### config.mk
export PLATFORM = sky130hd
export DESIGN_NAME = fetch_queue
export DESIGN_NICKNAME = d
export VERILOG_FILES = /design/src/rtl/fetch_pkg.sv /design/src/rtl/fetch_queue_mem.sv /design/src/rtl/fetch_queue.sv
export SDC_FILE = /design/constraint.sdc
export NUM_CORES = 1
export LEC_CHECK = 0
export BUFFER_PORTS_ARGS = -buffer_cell sky130_fd_sc_hd__buf_2
export CAP_MARGIN = 0
export CORE_UTILIZATION = 62
export DETAILED_ROUTE_END_ITERATION = 6
export HOLD_SLACK_MARGIN = 0.15
export PLACE_DENSITY = 0.85
export SYNTH_ARGS = -nofsm -noshare
export SYNTH_HDL_FRONTEND = slang
export SYNTH_SLANG_ARGS = --single-unit
### constraint.sdc
create_clock -name clk -period 4.9 [get_ports clk]
set_input_delay 1.47 -clock clk [delete_from_list [all_inputs] [get_ports clk]]
set_output_delay 1.47 -clock clk [all_outputs]
set_load 0.01 [all_outputs]
### src/rtl/fetch_pkg.sv
// Shared fetch-stage types: word width, canonical NOP and the queued
// {pc, instr, misaligned} entry that decode also consumes.
package fetch_pkg;

  localparam int unsigned XLEN = 32;
  localparam logic [31:0] INSTR_NOP = 32'h0000_0013;

  typedef struct packed {
    logic [XLEN-1:0] pc;
    logic [XLEN-1:0] instr;
    logic            misaligned;
  } fetch_entry_t;

endpackage

### src/rtl/fetch_queue_mem.sv
// Entry storage for the fetch queue: one synchronous write port, one
// asynchronous read port, contents intentionally left unreset.
module fetch_queue_mem
  import fetch_pkg::*;
#(
  parameter int unsigned DEPTH = 4,
  parameter int unsigned AW    = $clog2(DEPTH)
) (
  input  logic                clk,
  input  logic                we,
  input  logic [AW-1:0]       waddr,
  input  fetch_entry_t        wdata,
  input  logic [AW-1:0]       raddr,
  output fetch_entry_t        rdata
);

  fetch_entry_t mem [DEPTH];

  // Write port
  always_ff @(posedge clk) begin
    if (we) begin
      mem[waddr] <= wdata;
    end
  end

  assign rdata = mem[raddr];

endmodule

### src/rtl/fetch_queue.sv
// Fetch-to-decode decoupling FIFO with valid/ready on both sides and a
// flush that drops every buffered entry on a taken branch.
module fetch_queue
  import fetch_pkg::*;
#(
  parameter int unsigned DEPTH = 4,
  parameter int unsigned XLEN  = fetch_pkg::XLEN
) (
  input  logic                       clk,
  input  logic                       reset_n,
  input  logic                       in_valid,
  input  logic [XLEN-1:0]            in_pc,
  input  logic [XLEN-1:0]            in_instr,
  output logic                       in_ready,
  input  logic                       flush,
  output logic                       out_valid,
  output logic [XLEN-1:0]            out_pc,
  output logic [XLEN-1:0]            out_instr,
  output logic                       out_misaligned,
  input  logic                       out_ready,
  output logic [$clog2(DEPTH+1)-1:0] count
);

  localparam int unsigned AW = $clog2(DEPTH);
  localparam int unsigned CW = $clog2(DEPTH+1);
  localparam logic [AW-1:0] PTR_ONE = AW'(1'b1);
  localparam logic [CW-1:0] CNT_ONE = CW'(1'b1);
  localparam logic [CW-1:0] CNT_FULL = CW'(DEPTH);

  logic [AW-1:0] wr_ptr;
  logic [AW-1:0] rd_ptr;
  logic          push;
  logic          pop;
  fetch_entry_t  wr_entry;
  fetch_entry_t  rd_entry;

  // in_ready looks only at occupancy, so a full queue never accepts on a same-cycle pop
  assign in_ready  = (count != CNT_FULL);
  assign out_valid = (count != {CW{1'b0}});
  assign push      = in_valid && in_ready && !flush;
  assign pop       = out_valid && out_ready && !flush;

  assign wr_entry.pc         = in_pc;
  assign wr_entry.instr      = in_instr;
  assign wr_entry.misaligned = (in_pc[1:0] != 2'b00);

  fetch_queue_mem #(
    .DEPTH (DEPTH),
    .AW    (AW)
  ) u_mem (
    .clk   (clk),
    .we    (push),
    .waddr (wr_ptr),
    .wdata (wr_entry),
    .raddr (rd_ptr),
    .rdata (rd_entry)
  );

  // Pointer and occupancy state; flush outranks push and pop
  always_ff @(posedge clk or negedge reset_n) begin
    if (!reset_n) begin
      wr_ptr <= {AW{1'b0}};
      rd_ptr <= {AW{1'b0}};
      count  <= {CW{1'b0}};
    end else if (flush) begin
      wr_ptr <= {AW{1'b0}};
      rd_ptr <= {AW{1'b0}};
      count  <= {CW{1'b0}};
    end else begin
      if (push) begin
        wr_ptr <= wr_ptr + PTR_ONE;
      end
      if (pop) begin
        rd_ptr <= rd_ptr + PTR_ONE;
      end
      case ({push, pop})
        2'b10:   count <= count + CNT_ONE;
        2'b01:   count <= count - CNT_ONE;
        default: count <= count;
      endcase
    end
  end

  // Head presentation, zeroed while empty so stale storage never leaks
  always_comb begin
    out_pc         = {XLEN{1'b0}};
    out_instr      = {XLEN{1'b0}};
    out_misaligned = 1'b0;
    if (out_valid) begin
      out_pc         = rd_entry.pc;
      out_instr      = rd_entry.instr;
      out_misaligned = rd_entry.misaligned;
    end else begin
      out_pc         = {XLEN{1'b0}};
      out_instr      = {XLEN{1'b0}};
      out_misaligned = 1'b0;
    end
  end

endmodule

# Word-level counts from Yosys, hierarchy flattened
# Memory sizes are Yosys's and may differ from the RTL's.
# Index checks and enable logic that the tools add are counted.
word_totals:
  in_bits: 69
  output_inout_bits: 70
  reg_bits: 7
  elab_cells: 32
  mem_bits_rw: 260
  mem_count: 1
op_classes:
  eq_ne: 3
  muxes: 11
  add_sub_neg: 4
  reduce_logical: 10
memory_table:
  columns: ["memory", "depth", "word_bits", "read_ports", "rd_clocked_by_memory_dff", "wr", "line", "text"]
  rows:
  - ["u_mem.mem", 4, 65, 1, 0, 1, "fetch_queue_mem.sv:17", "fetch_entry_t mem [DEPTH];"]
op_table:
  columns: ["op", "count"]
  rows:
  - ["$mux 32", 2]
  - ["$mux 2", 4]
  - ["$pmux 3 s2", 1]
  - ["$reduce_bool 2->1", 3]
  - ["$reduce_bool 3->1", 2]
  - ["$add 2x1->2 const B", 2]
  - ["$logic_and 1x1->1", 4]
  - ["$add 3x1->3 const B", 1]
  - ["$mux 1", 3]
  - ["$mux 3", 1]
  - ["$ne 3x3->1 const B", 1]
  - ["$sub 3x1->3 const B", 1]
  - ["$eq 2x1->1 const B", 1]
  - ["$eq 2x2->1 const B", 1]
  - ["$logic_not 1->1", 1]

# Longest topological paths before layout
depth:
  depth_word: 6
  depth_mapped: 9
  depth_no_buf: 7

# Cells and area by module
# Synthesis repeated with hierarchy kept, for this count alone.
unflattened:
  hier_cells: 472
  hier_area_um2: 10423.7
by_module_without_submodules:
  columns: ["module", "seq_area_each_um2", "instances", "cells_per_inst", "area_each_um2"]
  rows:
  - ["fetch_queue_mem", 7807.5, 1, 343, 9455.3]
  - ["fetch_queue", 175.2, 1, 129, 968.4]

# Worst setup path after synthesis
# Ideal clock, no wire load.
synth_timing:
  kind: "input port to flip-flop"
  start: "input flush"
  end: "memory u_mem.mem[0][0] (netlist bit), enable pin"
  setup_time_ns: 0.430
  cell_stages: 3
  t_required_ns: 4.470
  setup_slack_ns: 1.043
  t_arrival_ns: 3.428
  path_buffers: 1
  cell_sequence: "buf_1 > and3b_1 > and2_1"
synth_via:
  elab_chain_cells: 4
synth_rtl:
  columns: ["element", "line", "text"]
  rows:
  - ["from (decl)", "fetch_queue.sv:15", "input logic flush,"]
  - ["$logic_not 1->1", "fetch_queue.sv:40", "assign push = in_valid && in_ready && !flush;"]
  - ["$logic_and 1x1->1", "fetch_queue.sv:40", null]
  - ["$mux 1", "fetch_queue_mem.sv:21", "if (we) begin"]
  - ["$mux 1 (not written as such)", "fetch_queue_mem.sv:22", "mem[waddr] <= wdata;"]
  - ["to (decl)", "fetch_queue_mem.sv:17", null]
# No other way between the ends.

# Worst setup path after layout
layout_timing:
  start: "register count[0]"
  end: "output out_instr[28]"
layout_via:
  elab_chain_cells: 2
layout_rtl:
  columns: ["element", "line", "text"]
  rows:
  - ["from (decl)", "fetch_queue.sv:21", "output logic [$clog2(DEPTH+1)-1:0] count"]
  - ["from (signal assigned)", "fetch_queue.sv:64", "count <= {CW{1'b0}};"]
  - ["from (signal assigned)", "fetch_queue.sv:68", "count <= {CW{1'b0}};"]
  - ["from (signal assigned)", "fetch_queue.sv:77", "2'b10: count <= count + CNT_ONE;"]
  - ["$reduce_bool 3->1", "fetch_queue.sv:39", "assign out_valid = (count != {CW{1'b0}});"]
  - ["$mux 32", "fetch_queue.sv:89", "if (out_valid) begin"]
  - ["to (decl)", "fetch_queue.sv:18", "output logic [XLEN-1:0] out_instr,"]
# No other way between the ends.

==> run metrics <==
Avg Synthesized Cell Area=about 22 um2; clk root buf=clkbuf_16; Arr. time, crit path=between 2 and 3 ns; status=finished clean; worst hold margin=approximately 0.57 ns; via/cell ratio=just under 6; dpl ws=1.366 ns; starting density of the core=a little over three fifths; Sw Share=~22%; WL final=18.78 mm; maximum vdd drop=roughly 0.36 mV; setup_tns=0 ns; crit-path max FO=69; Final ANT Viol Nets=0; Via Count=approximately 5k; die height=~130 um; met2 usage=between 30% and 40%; Final Max Slew Viols=0; synthesized area=about 10,000 um2; Fin. Hold Viols=0; Hold WC Path Type=flop to flop; TritonCTS Buffers=25; Synth area leaders=edfxtp_1 (75%), mux4_2 (14%), and2_1 (4.1%), dfrtp_1 (1.7%), buf_12 (0.77%); core area=16,520 um2; Synthesis Warnings=0; final std cells w/o fill=about 860; area of the multi-input gates=around 2200 um2; Clock transition at path regs=approximately 0.06 ns; Reg power frac=about half; CTS Sinks=267; Final Skew=between 0.015 and 0.02 ns; max_cap viols=0; DRC=0; clk_lat worst skew=about 0.51 ns; total grt overflow=0; Int Power=just under 0.004 W; H-tree levels=1; CP Data Required Time=approximately 3.4 ns; post-synth top area cell=edfxtp_1; final worst setup slack=between 0.8 and 0.9 ns; port bufs=138; CTS Buffer Depth=3; Cell Pwr Density=423.7 nW/um2; fin crit period=4.026 ns; placed cells=814; Synth-to-Final Area Change=15.65%; detailed placement HPWL=about 11 mm; fmax=between 200 and 250 MHz; Tot Pwr=around 0.005 W; cts hold-fix bufs=0; wire length per cell=21.73 um; vias in the first global route=about 5.3k; IO Pins=around 140; Synth top area share=74.85%; Combinational Power Share=between 10% and 20%; endpoints failing setup=0; syn nets=554; site row count=47; register area=approximately 8000 um2; Synth cell types=35; Lkg Pwr=approximately 4.2 nW; Pre-antenna DRT Iters=5; Post-Syn Instances=480; RSZ-0062 raised after global routing=false; Setup Buffers After CTS=0; WS Path Type=flop to output pin; Final #Nets=slightly below 700; post-synthesis sequential area ratio=76.53%; antenna violations before repair=6; die width=roughly 130 um; CP endpoint kind=output pin; die area=about 17,000 um2; gp weighted congestion=between 0.7 and 0.8; Worst-Margin Slew=approximately 1.2 ns; layout cells sized above 1=roughly two fifths; period utilization=82.15%; Clock power frac=between 30% and 40%; CP Launch Type=flop; CTS tree=done; DRT iter0 DRCs=about 430; most used routing layer=met2; largest net degree at the start of global routing=70; first-pass GRT wire length=29.28 mm; Tot GR Track Use=~22%; Fill cells=972; CTS resizes=0; Rel. slew slack=between 20% and 30%; #FFs+latches synth=between 200 and 300; M1 GR Usage=between 30% and 40%; GRT met3 Usage=under 10%; P_sw=0.001140 W
==> path summary, 6_finish.rpt <==
| path | slack, ns | end | startpoint | cells after the start |
|---|---|---|---|---|
| min in group asynchronous | 0.79 | count[0] | reset_n | 1 |
| max | 0.87 | out_instr[28] | count[0] | 3 |
| min | 0.57 | wr_ptr[1] | wr_ptr[1] | 2 |
| min reg2reg | 0.57 | wr_ptr[1] | wr_ptr[1] | 2 |
| max in group asynchronous | 3.93 | rd_ptr[0] | reset_n | 1 |
| max reg2reg | 1.63 | count[2] | count[0] | 6 |
==> power by group through the flow <==
| stage | registers, W | logic [W] | clock network, W |
|---|---|---|---|
| global placement | 0.00268 | 0.000592 | 0 |
| CTS | 0.00264 | 0.000614 | 0.00190 |
| floorplan | 0.00266 | 0.000433 | 0 |
| finish | 0.00264 | 0.000604 | 0.00187 |
| global route | 0.00265 | 0.000652 | 0.00198 |
| detailed placement | 0.00269 | 0.000609 | 0 |
==> per-layer routing <==
metal	routed length (um)	part of all wire, %	up-vias
li1	-	-	2222
met5	0	0	-
met1	7578	40	2551
met3	932	5.0	35
met2	9841	52	169
met4	423	2.3	0
==> logic make-up after synthesis <==
| logic type | Yosys count | synth area share, % |
|---|---|---|
| buf+inv | 30 | 2.075 |
| xor+xnor | 5 | 0.4199 |
| mux | 65 | 14.03 |
| fa+ha+maj | 5 | 0.6717 |
| flops | 267 | 76.53 |
| compound gates | 11 | 0.6478 |
| simple gates | 97 | 5.626 |
==> cell usage after synthesis <==
cell type and count:
a2111oi_0 1, a21o_1 2, a21oi_1 4, a31oi_1 1, and2_1 69, and3b_1 1, buf_1 1, buf_12 4
buf_2 9, buf_4 3, buf_6 2, clkbuf_1 7, clkbuf_2 1, dfrtp_1 7, edfxtp_1 260, fa_1 1
ha_1 4, inv_1 3, mux4_2 65, nand2_1 5, nand2b_1 1, nand3_1 4, nand3_2 1, nor2_1 7
nor2b_1 1, nor3b_1 2, nor4_1 1, o211ai_1 1, o21ai_0 2, or2_2 1, or3_1 2, or3b_1 1
or4b_1 1, xnor2_1 2, xor2_1 3
==> critical path: stages, from the launching register on <==
cell and delay (ns):
dfrtp_1 0.50, or3_2 1.01, and2_1 0.38, buf_2 0.15
==> placed cells by master (no fill, tap or decap), drive strengths merged, types with 2 or more instances in the layout <==
cell type / Yosys / final
nor2: 7 / 7
clkbuf: 8 / 27
nand2: 5 / 5
a21oi: 4 / 4
o21ai: 2 / 2
diode: 0 / 5
and2: 69 / 69
a21o: 2 / 2
clkinv: 0 / 13
edfxtp: 260 / 260
nor3b: 2 / 2
nand3: 5 / 5
buf: 19 / 141
xnor2: 2 / 2
inv: 3 / 4
dfrtp: 7 / 7
ha: 4 / 4
bufinv: 0 / 3
xor2: 3 / 3
mux4: 65 / 65
or3: 2 / 2
==> sequential cells by signal, summed over array words and instances (netlist names) <==
register and count:
rd_ptr 2, count 3, u_mem.mem 260, wr_ptr 2
==> layout make-up <==
cell class              instances  share of cell area [%]
repair buffers                141                   6.119
clock inverters                18                   1.348
multi-input cells             183                   18.60
diodes                          5                  0.1037
inverters                       3                 0.09334
well taps                     220                   2.282
clock buffers                  27                   5.248
flip-flops and latches        267                   66.21
==> metrics by stage <==
stage | instance area, um2 | utilization (%)
floorplan | 10430 | -
global placement | 11260 | 68.12
detailed placement | 11260 | 68.12
CTS | 12050 | 72.93
global route | 12060 | 73.01
finish | 12060 | 73.01
Power figures use the tool's default switching activity.
